===== config.mk =====
export PLATFORM = sky130hd
export DESIGN_NAME = avr_irq_ctrl
export DESIGN_NICKNAME = d
export VERILOG_FILES = /design/src/rtl/avr_irq_pkg.sv /design/src/rtl/irq_prio_sel.sv /design/src/rtl/avr_irq_ctrl.sv
export SDC_FILE = /design/constraint.sdc
export NUM_CORES = 1
export LEC_CHECK = 0
export CAP_MARGIN = 10
export CELL_PAD_IN_SITES_DETAIL_PLACEMENT = 1
export CELL_PAD_IN_SITES_GLOBAL_PLACEMENT = 1
export CORE_ASPECT_RATIO = 0.7
export CORE_MARGIN = 2
export CORE_UTILIZATION = 37
export CTS_CLUSTER_SIZE = 28
export DETAILED_ROUTE_END_ITERATION = 10
export HOLD_SLACK_MARGIN = 0.15
export MAX_ROUTING_LAYER = met4
export PLACE_DENSITY = 0.86
export SYNTH_ARGS = -nofsm -noshare
export SYNTH_HDL_FRONTEND = slang
export SYNTH_SLANG_ARGS = --single-unit

===== constraint.sdc =====
create_clock -name clk -period 3.6 [get_ports clk]
set_clock_uncertainty 0.05 [all_clocks]
set_input_delay 0.54 -clock clk [delete_from_list [all_inputs] [get_ports clk]]
set_output_delay 0.54 -clock clk [all_outputs]
set_load 0.05 [all_outputs]

===== src/rtl/avr_irq_pkg.sv =====
// avr_irq_pkg -- shared definitions for the avr_irq_ctrl interrupt controller.
//   irq_reg_e  : register offsets inside the 4-register I/O window
//   IRQ_MAX_CH : largest supported channel count
package avr_irq_pkg;

  typedef enum logic [1:0] {
    IRQ_PEND = 2'd0,  // pending bits, write-1-to-clear (edge channels)
    IRQ_MASK = 2'd1,  // channel enable
    IRQ_EDGE = 2'd2,  // 1 = rising-edge sensing, 0 = level sensing
    IRQ_CTRL = 2'd3   // read: {iflag, 0000, ivect[2:0]}; write: software trigger
  } irq_reg_e;

  localparam int IRQ_MAX_CH = 8;

endpackage


===== src/rtl/irq_prio_sel.sv =====
// irq_prio_sel -- combinational rotating priority selector.
// Searches the eligible vector starting at start_i and wrapping from N-1 to 0;
// the first set bit wins.
// Ports:
//   elig_i  [N-1:0]  eligible channels
//   start_i [W-1:0]  highest-priority channel (0 gives plain lowest-index-first)
//   found_o          at least one channel eligible
//   idx_o   [W-1:0]  winning channel index (0 when none found)
module irq_prio_sel #(
  parameter int N = 4,
  parameter int W = 2
) (
  input  logic [N-1:0] elig_i,
  input  logic [W-1:0] start_i,
  output logic         found_o,
  output logic [W-1:0] idx_o
);

  always_comb begin
    logic         hit;
    logic [W-1:0] sel;
    int           base;
    int           ch;
    hit  = 1'b0;
    sel  = '0;
    // An out-of-range start pointer cannot occur in normal use; fall back to 0.
    base = (int'(start_i) < N) ? int'(start_i) : 0;
    ch   = 0;
    for (int off = 0; off < N; off++) begin
      ch = base + off;
      if (ch >= N) begin
        ch = ch - N;
      end
      if (!hit && elig_i[ch]) begin
        hit = 1'b1;
        sel = W'(ch);
      end
    end
    found_o = hit;
    idx_o   = sel;
  end

endmodule


===== src/rtl/avr_irq_ctrl.sv =====
// avr_irq_ctrl -- interrupt controller between peripherals and the AVR core.
// Per-channel pending latches (edge or level sensed), mask, software trigger,
// acknowledge-driven clearing, registered iflag/ivect towards the core.
// Build option: define AVR_IRQ_RR_EN for round-robin arbitration; without it
// the lowest eligible index always wins.
// Ports:
//   clk, rst_n           clock, asynchronous active-low reset
//   irq      [NUM_IRQ]   peripheral request lines (synchronous to clk)
//   io_re, io_we         pre-decoded I/O read / write strobes
//   io_a     [2]         register offset (see avr_irq_pkg::irq_reg_e)
//   io_din   [8]         write data
//   io_dout  [8]         read data, 0 when io_re is low
//   iflag, ivect         registered interrupt request and vector to the core
//   ack, ack_vect        one-cycle acknowledge from the core and its vector
module avr_irq_ctrl
  import avr_irq_pkg::*;
#(
  parameter int NUM_IRQ = 4,
  parameter int VECT_W  = 2
) (
  input  logic               clk,
  input  logic               rst_n,
  input  logic [NUM_IRQ-1:0] irq,
  input  logic               io_re,
  input  logic               io_we,
  input  logic [1:0]         io_a,
  input  logic [7:0]         io_din,
  output logic [7:0]         io_dout,
  output logic               iflag,
  output logic [VECT_W-1:0]  ivect,
  input  logic               ack,
  input  logic [VECT_W-1:0]  ack_vect
);

  logic [NUM_IRQ-1:0] irq_q;
  logic [NUM_IRQ-1:0] pend_q, pend_d;
  logic [NUM_IRQ-1:0] mask_q, mask_d;
  logic [NUM_IRQ-1:0] edge_q, edge_d;
  logic               iflag_q;
  logic [VECT_W-1:0]  ivect_q;

  logic               wr_pend, wr_mask, wr_edge, wr_ctrl;
  logic [NUM_IRQ-1:0] eligible;
  logic [VECT_W-1:0]  start_ptr;
  logic               sel_found;
  logic [VECT_W-1:0]  sel_idx;

  // Channel counts below 8 leave the upper write-data bits unused.
  logic               unused_din;
  assign unused_din = &{1'b0, io_din};

  assign wr_pend = io_we && (io_a == IRQ_PEND);
  assign wr_mask = io_we && (io_a == IRQ_MASK);
  assign wr_edge = io_we && (io_a == IRQ_EDGE);
  assign wr_ctrl = io_we && (io_a == IRQ_CTRL);

  assign mask_d = wr_mask ? io_din[NUM_IRQ-1:0] : mask_q;
  assign edge_d = wr_edge ? io_din[NUM_IRQ-1:0] : edge_q;

  // Pending latch per channel. The mode in force during this cycle decides
  // the next value, so switching a channel from level to edge carries the
  // level-sampled value over unchanged.
  generate
    for (genvar gi = 0; gi < NUM_IRQ; gi++) begin : g_chan
      logic rise, sw_set, w1c, ack_hit;
      assign rise    = irq[gi] & ~irq_q[gi];
      assign sw_set  = wr_ctrl & io_din[gi];
      assign w1c     = wr_pend & io_din[gi];
      assign ack_hit = ack && (ack_vect == VECT_W'(gi));
      // Set terms are ORed after the clear so that set wins.
      assign pend_d[gi] = edge_q[gi]
                        ? (rise | sw_set | (pend_q[gi] & ~(w1c | ack_hit)))
                        : irq[gi];
    end
  endgenerate

  assign eligible = pend_q & mask_q;

`ifdef AVR_IRQ_RR_EN
  logic [VECT_W-1:0] rr_ptr_q, rr_ptr_d;
  logic              ack_ok;

  // Out-of-range acknowledges leave the pointer alone.
  assign ack_ok   = ack && (int'(ack_vect) < NUM_IRQ);
  assign rr_ptr_d = !ack_ok                         ? rr_ptr_q :
                    (int'(ack_vect) == NUM_IRQ - 1) ? '0       :
                                                      ack_vect + VECT_W'(1);
  assign start_ptr = rr_ptr_q;

  always_ff @(posedge clk or negedge rst_n) begin
    if (!rst_n) begin
      rr_ptr_q <= '0;
    end else begin
      rr_ptr_q <= rr_ptr_d;
    end
  end
`else
  assign start_ptr = '0;
`endif

  irq_prio_sel #(
    .N (NUM_IRQ),
    .W (VECT_W)
  ) u_sel (
    .elig_i  (eligible),
    .start_i (start_ptr),
    .found_o (sel_found),
    .idx_o   (sel_idx)
  );

  always_ff @(posedge clk or negedge rst_n) begin
    if (!rst_n) begin
      irq_q   <= '0;
      pend_q  <= '0;
      mask_q  <= '0;
      edge_q  <= '0;
      iflag_q <= 1'b0;
      ivect_q <= '0;
    end else begin
      irq_q   <= irq;
      pend_q  <= pend_d;
      mask_q  <= mask_d;
      edge_q  <= edge_d;
      iflag_q <= sel_found;
      ivect_q <= sel_found ? sel_idx : '0;
    end
  end

  assign iflag = iflag_q;
  assign ivect = ivect_q;

  always_comb begin
    io_dout = 8'h00;
    if (io_re) begin
      case (io_a)
        IRQ_PEND: io_dout = 8'(pend_q);
        IRQ_MASK: io_dout = 8'(mask_q);
        IRQ_EDGE: io_dout = 8'(edge_q);
        default:  io_dout = {iflag_q, 4'b0000, 3'(ivect_q)};
      endcase
    end
  end

endmodule


==> results of run 1 <==
-- worst min-delay path by stage --
stage / slack (ns) / end / depth (start not counted) / from
global placement: 0.44 / ivect[0]$_DFF_PN0_ / 1 / mask_q[0]$_DFFE_PN0P_
finish: 0.46 / ivect[0]$_DFF_PN0_ / 1 / mask_q[0]$_DFFE_PN0P_
detailed placement: 0.45 / ivect[0]$_DFF_PN0_ / 1 / mask_q[0]$_DFFE_PN0P_
CTS: 0.47 / ivect[0]$_DFF_PN0_ / 1 / mask_q[0]$_DFFE_PN0P_
global route: 0.51 / ivect[0]$_DFF_PN0_ / 1 / mask_q[0]$_DFFE_PN0P_
floorplan: 0.19 / edge_q[0]$_DFFE_PN0P_ / 0 / rst_n
-- cell usage after synthesis (all sizes together) --
cell type  count  area [um2]
a21oi          1        5.00
and4           1        10.0
mux4           2        45.0
inv            1        3.75
nand3b         2        15.0
nor2b          2        20.0
and2           6        37.5
nor3b          1        12.5
a32oi          3        26.3
nand2         10        37.5
and3           1        11.3
a22oi          2        15.0
o211ai         1        7.51
nand3          1        5.00
conb           1        3.75
mux2i          2        20.0
o311ai         1        8.76
a32o           2        20.0
a41o           2        20.0
buf            5        45.0
dfrtp         19         475
mux2           8        90.1
o2bb2ai        2        17.5
o21ai          2        10.0
-- per-layer routing --
metal  GRT usage  vias to the layer above  wire length (um)
met5           -                        -                 0
met4      0.0511                        0                26
met3      0.0465                        5               120
met2       0.324                       19              1090
met1       0.223                      362              1080
li1            -                      340                 -
-- where the power goes --
part / switching (mW) / internal, mW / total, mW
sequential: 0.0357 / 0.251 / 0.286
combinational: 0.115 / 0.0901 / 0.205
clock: 0.0661 / 0.0786 / 0.145
-- layout make-up --
| cell class | count | area, um2 |
|---|---|---|
| fillers | 275 | 1210 |
| flip-flops and latches | 19 | 475 |
| clock buffers | 4 | 45.0 |
| inverters | 1 | 3.75 |
| repair buffers | 24 | 240 |
| multi-input cells | 55 | 445 |
| well taps | 34 | 42.5 |
-- logic make-up (layout without fill, tap and decap cells) --
logic type	Yosys count	count (layout)
other	1	3
multiplexers	12	12
flip-flops	19	19
AO/OA/AOI/OAI	16	16
buffers and inverters	6	29
AND/OR/NAND/NOR	24	24
-- state kept, by name, summed over array words and instances, names as in the netlist --
signal,count
edge_q,4
iflag,1
irq_q,4
ivect,2
mask_q,4
pend_q,4
-- worst max-delay path, delay by kind of cell --
family | cells | cell delay [ns]
buffers and inverters | 2 | 1.41
AND/OR/NAND/NOR | 1 | 0.17
multiplexers | 1 | 0.55
-- cell usage in the layout (no fill, tap or decap), types with 2 or more instances in the layout --
master	instances
clkdlybuf4s50_1	24
dfrtp_1	19
nand2_1	10
mux2_2	8
and2_1	6
a32oi_1	3
conb_1	3
clkbuf_8	3
a22oi_1	2
mux2i_1	2
o2bb2ai_1	2
mux4_2	2
o21ai_0	2
nand3b_1	2
a32o_1	2
a41o_1	2
-- per-stage QoR --
stage	instance area [um2]	setup slack (ns)	power, mW	hold slack [ns]	instances
after floorplan	970	1.56	0.417	0.194	80
after global placement	1210	0.346	0.488	0.437	133
after detailed placement	1210	0.332	0.496	0.446	133
after CTS	1250	0.327	0.643	0.469	137
after global routing	1250	0.265	0.673	0.510	137
final	1250	0.337	0.636	0.464	137
==> summary.md, run 1 <==
| Metric | Value |
|---|---|
| Run status | `finished clean` |
| Largest family of logic cells by synthesized area | `multiplexers` |
| Layout cells sized above 1 | `0.165` |
| Final global-route overflow total | `0` |
| First-pass GRT wire length | `3880 um` |
| Die area | `3030 um2` |
| Row count | `15` |
| Worst setup path start | `io_a[0]` |
| Post-synthesis cell type count | `26` |
| Fmax | `306 MHz` |
| Setup_tns | `0 ns` |
| Pin count of the biggest net entering global routing | `20` |
| Synth-to-Final Area Change | `30.2%` |
| Peak VDD IR | `0.214 mV` |
| # H-tree levels | `1` |
| Vias per cell | `5.30` |
| DRC viols | `0` |
| Root Driver | `clkbuf_8` |
| # setup viols final | `0` |
| CTS Buffer Depth | `2` |
| Worst rel slew slack | `0.426` |
| CP endpoint kind | `output pin` |
| GP Congestion | `0.764` |
| Clock transition at path regs | `0.07 ns` |
| Syn avg cell area | `12.3 um2` |
| Compound-Gate Fraction of Synth Area | `0.135` |
| Post-detailed-routing wire length | `2310 um` |
| P per Cell Area | `508 nW/um2` |
| Clock period minus worst slack | `3.26 ns` |
| Actual slew at the worst max-slew pin | `0.859 ns` |
| Detail Route Antenna Nets | `0` |
| Crit Reg-Reg Startpoint | `edge_q[2]$_DFFE_PN0P_` |
| Via Count | `726` |
| RSZ-0062 raised after global routing | `no` |
| Worst EP arrival | `2.67 ns` |
| Maxcap violations | `0` |
| FF-to-FF End | `pend_q[2]$_DFF_PN0_` |
| Crit path max fanout | `9` |
| Port Buffers | `24` |
| Min-Delay Path Class | `reg -> reg` |
| Clk_lat worst skew | `0.25 ns` |
| Mapped Cells | `78` |
| Inserted Clock Buffers | `3` |
| # resized after CTS | `0` |
| Setup Fix Bufs, Post-CTS | `0` |
| Post-synth design cell area | `962 um2` |
| Vias in the first global route | `762` |
| Initial antenna violation count | `0` |
| DP HPWL | `1780 um` |
| CORE AREA | `2460 um2` |
| Most used cell, CP | `clkdlybuf4s50_1` |
| Final worst-path cycle share | `0.906` |
| Critical-path top delay cell | `clkdlybuf4s50_1` |
| Multiplexer share of the synthesized area | `0.161` |
| Initial Util | `0.391` |
| Worst R2R Setup Slack | `2.55 ns` |
| Critical Path RT | `3.01 ns` |
| XOR/XNOR Fraction of Synth Area | `0` |
| Clk sinks | `19` |
| Hold_buf cts | `0` |
| Yosys warnings | `0` |
| Simple-gate portion of the synthesized area | `0.155` |
| Final number of max-transition violations | `0` |
| CP Launch Type | `input port` |
| Drt wl/cell | `16.9 um` |
| DRT Pass-1 Iters | `3` |
| Die height | `46.7 um` |
| Post-synthesis sequential area ratio | `0.494` |
| Final core occ | `0.509` |
| Die width | `65.0 um` |
| Hold Violations, Final | `0` |
| Crit-path cells | `clkdlybuf4s50_1 > mux4_2 > and2_1 > clkdlybuf4s50_1` |
| CTS tree | `built` |
| # IOs | `32` |
| Leakage | `0.508 nW` |
| N_diodes | `0` |
| First DRT Iteration DRCs | `21` |
| CP endpoint | `io_dout[1]` |
| All-Layer GR Usage | `0.187` |
| R2R depth | `3` |
| Yosys reg bits | `19` |
| Setup CP Type | `in -> out` |
| Net count, final | `125` |
| Synth Area in Adders | `0` |
| Worst path max stage delay | `0.72 ns` |
Note: power is estimated with default switching activity, not from simulation.
==> inputs of run 2 (changes only) <==
--- a/config.mk
+++ b/config.mk
@@ -16,6 +16,7 @@
 export HOLD_SLACK_MARGIN = 0.15
 export MAX_ROUTING_LAYER = met4
 export PLACE_DENSITY = 0.86
+export SLEW_MARGIN = 20
 export SYNTH_ARGS = -nofsm -noshare
 export SYNTH_HDL_FRONTEND = slang
 export SYNTH_SLANG_ARGS = --single-unit
==> results of run 2 <==
The final DEF is identical to that of run 1; final timing and power are the same.
==> inputs of run 3 (changes only) <==
--- a/config.mk
+++ b/config.mk
@@ -15,7 +15,7 @@
 export DETAILED_ROUTE_END_ITERATION = 10
 export HOLD_SLACK_MARGIN = 0.15
 export MAX_ROUTING_LAYER = met4
-export PLACE_DENSITY = 0.86
+export PLACE_DENSITY = 0.84
 export SLEW_MARGIN = 20
 export SYNTH_ARGS = -nofsm -noshare
 export SYNTH_HDL_FRONTEND = slang
==> run 3 against run 2 <==
  * Sequential share of layout area hardly changed
  * Total power up 0.45%
  * Sequential power about the same
  * Critical endpoint is now io_dout[0]
  * Largest cell class unchanged
  * Largest power group unchanged
==> summary.md, run 3 (same netlist as run 1, synthesis figures left out) <==
| Metric | Value |
|---|---|
| Hold path cells | `1 (unchanged)` |
| Sw frac | `0.346 (+0.00576)` |
| Most frequent cells in the layout | `clkdlybuf4s50_1 (24), dfrtp_1 (19), nand2_1 (10)` |
| CTS tree | `built` |
| Post-detailed-routing wire length | `2360 um (+1.9%)` |
| Clock period minus worst slack | `3.28 ns (+0.0207 ns)` |
| Worst EP arrival | `2.69 ns (+0.02 ns)` |
| CP Launch Type | `input port` |
| CORE AREA | `2460 um2 (unchanged)` |
| DRC viols | `0 (unchanged)` |
| Final global-route overflow total | `0 (unchanged)` |
| Drt wl/cell | `17.2 um (+1.9%)` |
| Die area | `3030 um2 (unchanged)` |
| Fmax | `305 MHz (-0.63%)` |
| Root Driver | `clkbuf_8` |
| Worst R2R Setup Slack | `2.56 ns (about the same)` |
| Min-Delay Path Class | `reg -> reg` |
| Final core occ | `0.510 (about the same)` |
| Leakage | `0.510 nW (+0.54%)` |
| DP HPWL | `1760 um (-0.90%)` |
| Total power | `0.639 mW (+0.45%)` |
| Pin count of the biggest net entering global routing | `20 (unchanged)` |
| Inserted Clock Buffers | `3 (unchanged)` |
| Critical Path RT | `3.01 ns (about the same)` |
| Die width | `65.0 um (unchanged)` |
| Clk sinks | `19 (unchanged)` |
| Hold_buf cts | `0 (unchanged)` |
| Setup Fix Bufs, Post-CTS | `0 (unchanged)` |
| RSZ-0062 raised after global routing | `no` |
| # IOs | `32 (unchanged)` |
| CP endpoint kind | `output pin` |
| Final worst-path cycle share | `0.912 (+0.00576)` |
| Commonest non-fill, non-tap cell in the layout | `clkdlybuf4s50_1` |
| Hold path endpoint | `ivect[0]$_DFF_PN0_` |
| Actual slew at the worst max-slew pin | `0.860 ns (+0.00189 ns)` |
| Setup_tns | `0 ns (unchanged)` |
| All-Layer GR Usage | `0.180 (-0.00683)` |
| Detail Route Antenna Nets | `0 (unchanged)` |
| Die height | `46.7 um (unchanged)` |
| Internal cell power | `0.418 mW (-0.43%)` |
| Peak VDD IR | `0.253 mV (+18%)` |
| Clk_lat worst skew | `0.26 ns (about the same)` |
| Initial Util | `0.391 (unchanged)` |
| Net count, final | `125 (unchanged)` |
| GP Congestion | `0.755 (-1.2%)` |
| Final number of max-transition violations | `0 (unchanged)` |
| N_diodes | `0 (unchanged)` |
| # setup viols final | `0 (unchanged)` |
| FF-to-FF End | `pend_q[3]$_DFF_PN0_` |
| Hold Violations, Final | `0 (unchanged)` |
| Seq pwr share | `0.450 (about the same)` |
| R2R depth | `3 (unchanged)` |
| # resized after CTS | `0 (unchanged)` |
| Maxcap violations | `0 (unchanged)` |
| Worst rel slew slack | `0.425 (-0.00126)` |
| CTS Buffer Depth | `2 (unchanged)` |
| Vias in the first global route | `727 (-4.6%)` |
| Initial antenna violation count | `0 (unchanged)` |
| Clock transition at path regs | `0.07 ns (about the same)` |
| # H-tree levels | `1 (unchanged)` |
| Run status | `finished clean` |
| Via Count | `722 (-0.55%)` |
| HP Start | `mask_q[0]$_DFFE_PN0P_` |
| Row count | `15 (unchanged)` |
| First DRT Iteration DRCs | `23 (+9.5%)` |
| Vias per cell | `5.27 (-0.55%)` |
| Crit Reg-Reg Startpoint | `edge_q[3]$_DFFE_PN0P_` |
| Synth-to-Final Area Change | `30.3% (about the same)` |
| Clk pwr share | `0.231 (+0.003)` |
| Layout cells sized above 1 | `0.175 (+0.00971)` |
| FILL cells | `285 (+3.6%)` |
| First-pass GRT wire length | `3620 um (-6.7%)` |
| Net Sw Power | `0.221 mW (+2.1%)` |
| Crit path max fanout | `9 (unchanged)` |
| DRT Pass-1 Iters | `4 (+1)` |
| Combinational Power Share | `0.320 (-0.002)` |
| Port Buffers | `24 (unchanged)` |
| Setup CP Type | `in -> out` |
| P per Cell Area | `510 nW/um2 (+0.35%)` |
run 3: area by class of cell:
type | count | area, um2 | area share
clock buffer | 3 | 41.3 | 0.0329
inverter | 1 | 3.75 | 0.00299
tap | 34 | 42.5 | 0.0339
multi-input combinational | 55 | 445 | 0.355
timing repair buffer | 24 | 240 | 0.192
sequential | 19 | 475 | 0.379
clock inverter | 1 | 5.00 | 0.00399
run 3: power by group through the flow:
stage / combinational [mW] / clock (mW) / sequential [mW]
after global placement: 0.199 / 0 / 0.288
after global routing: 0.218 / 0.164 / 0.294
final: 0.204 / 0.147 / 0.287
after floorplan: 0.103 / 0 / 0.314
after CTS: 0.207 / 0.153 / 0.287
after detailed placement: 0.205 / 0 / 0.289
run 3: worst max path at each step:
stage | start | to | depth (start not counted)
after floorplan | io_a[0] | io_dout[0] | 3
after global placement | io_a[0] | io_dout[0] | 4
after detailed placement | io_a[0] | io_dout[0] | 4
after CTS | io_a[0] | io_dout[0] | 4
after global routing | io_a[0] | io_dout[1] | 4
final | io_a[0] | io_dout[0] | 4
run 3: worst max-delay path, cell delays in order:
cell	delay, ns
clkdlybuf4s50_1	0.74
mux4_2	0.55
and2_1	0.16
clkdlybuf4s50_1	0.70
run 3: layer usage:
layer | global-route usage | share of wire
met2 | 0.307 | 0.49
met4 | 0.0511 | 0.0085
met3 | 0.0465 | 0.054
met5 | - | 0
met1 | 0.216 | 0.45
run 3: per-stage QoR:
stage / hold slack (ns) / setup slack, ns / std cells / instance area (um2)
global route: 0.498 / 0.256 / 137 / 1250
detailed placement: 0.441 / 0.304 / 133 / 1210
finish: 0.459 / 0.316 / 137 / 1250
floorplan: 0.194 / 1.56 / 80 / 970
global placement: 0.438 / 0.362 / 133 / 1210
CTS: 0.461 / 0.305 / 137 / 1250
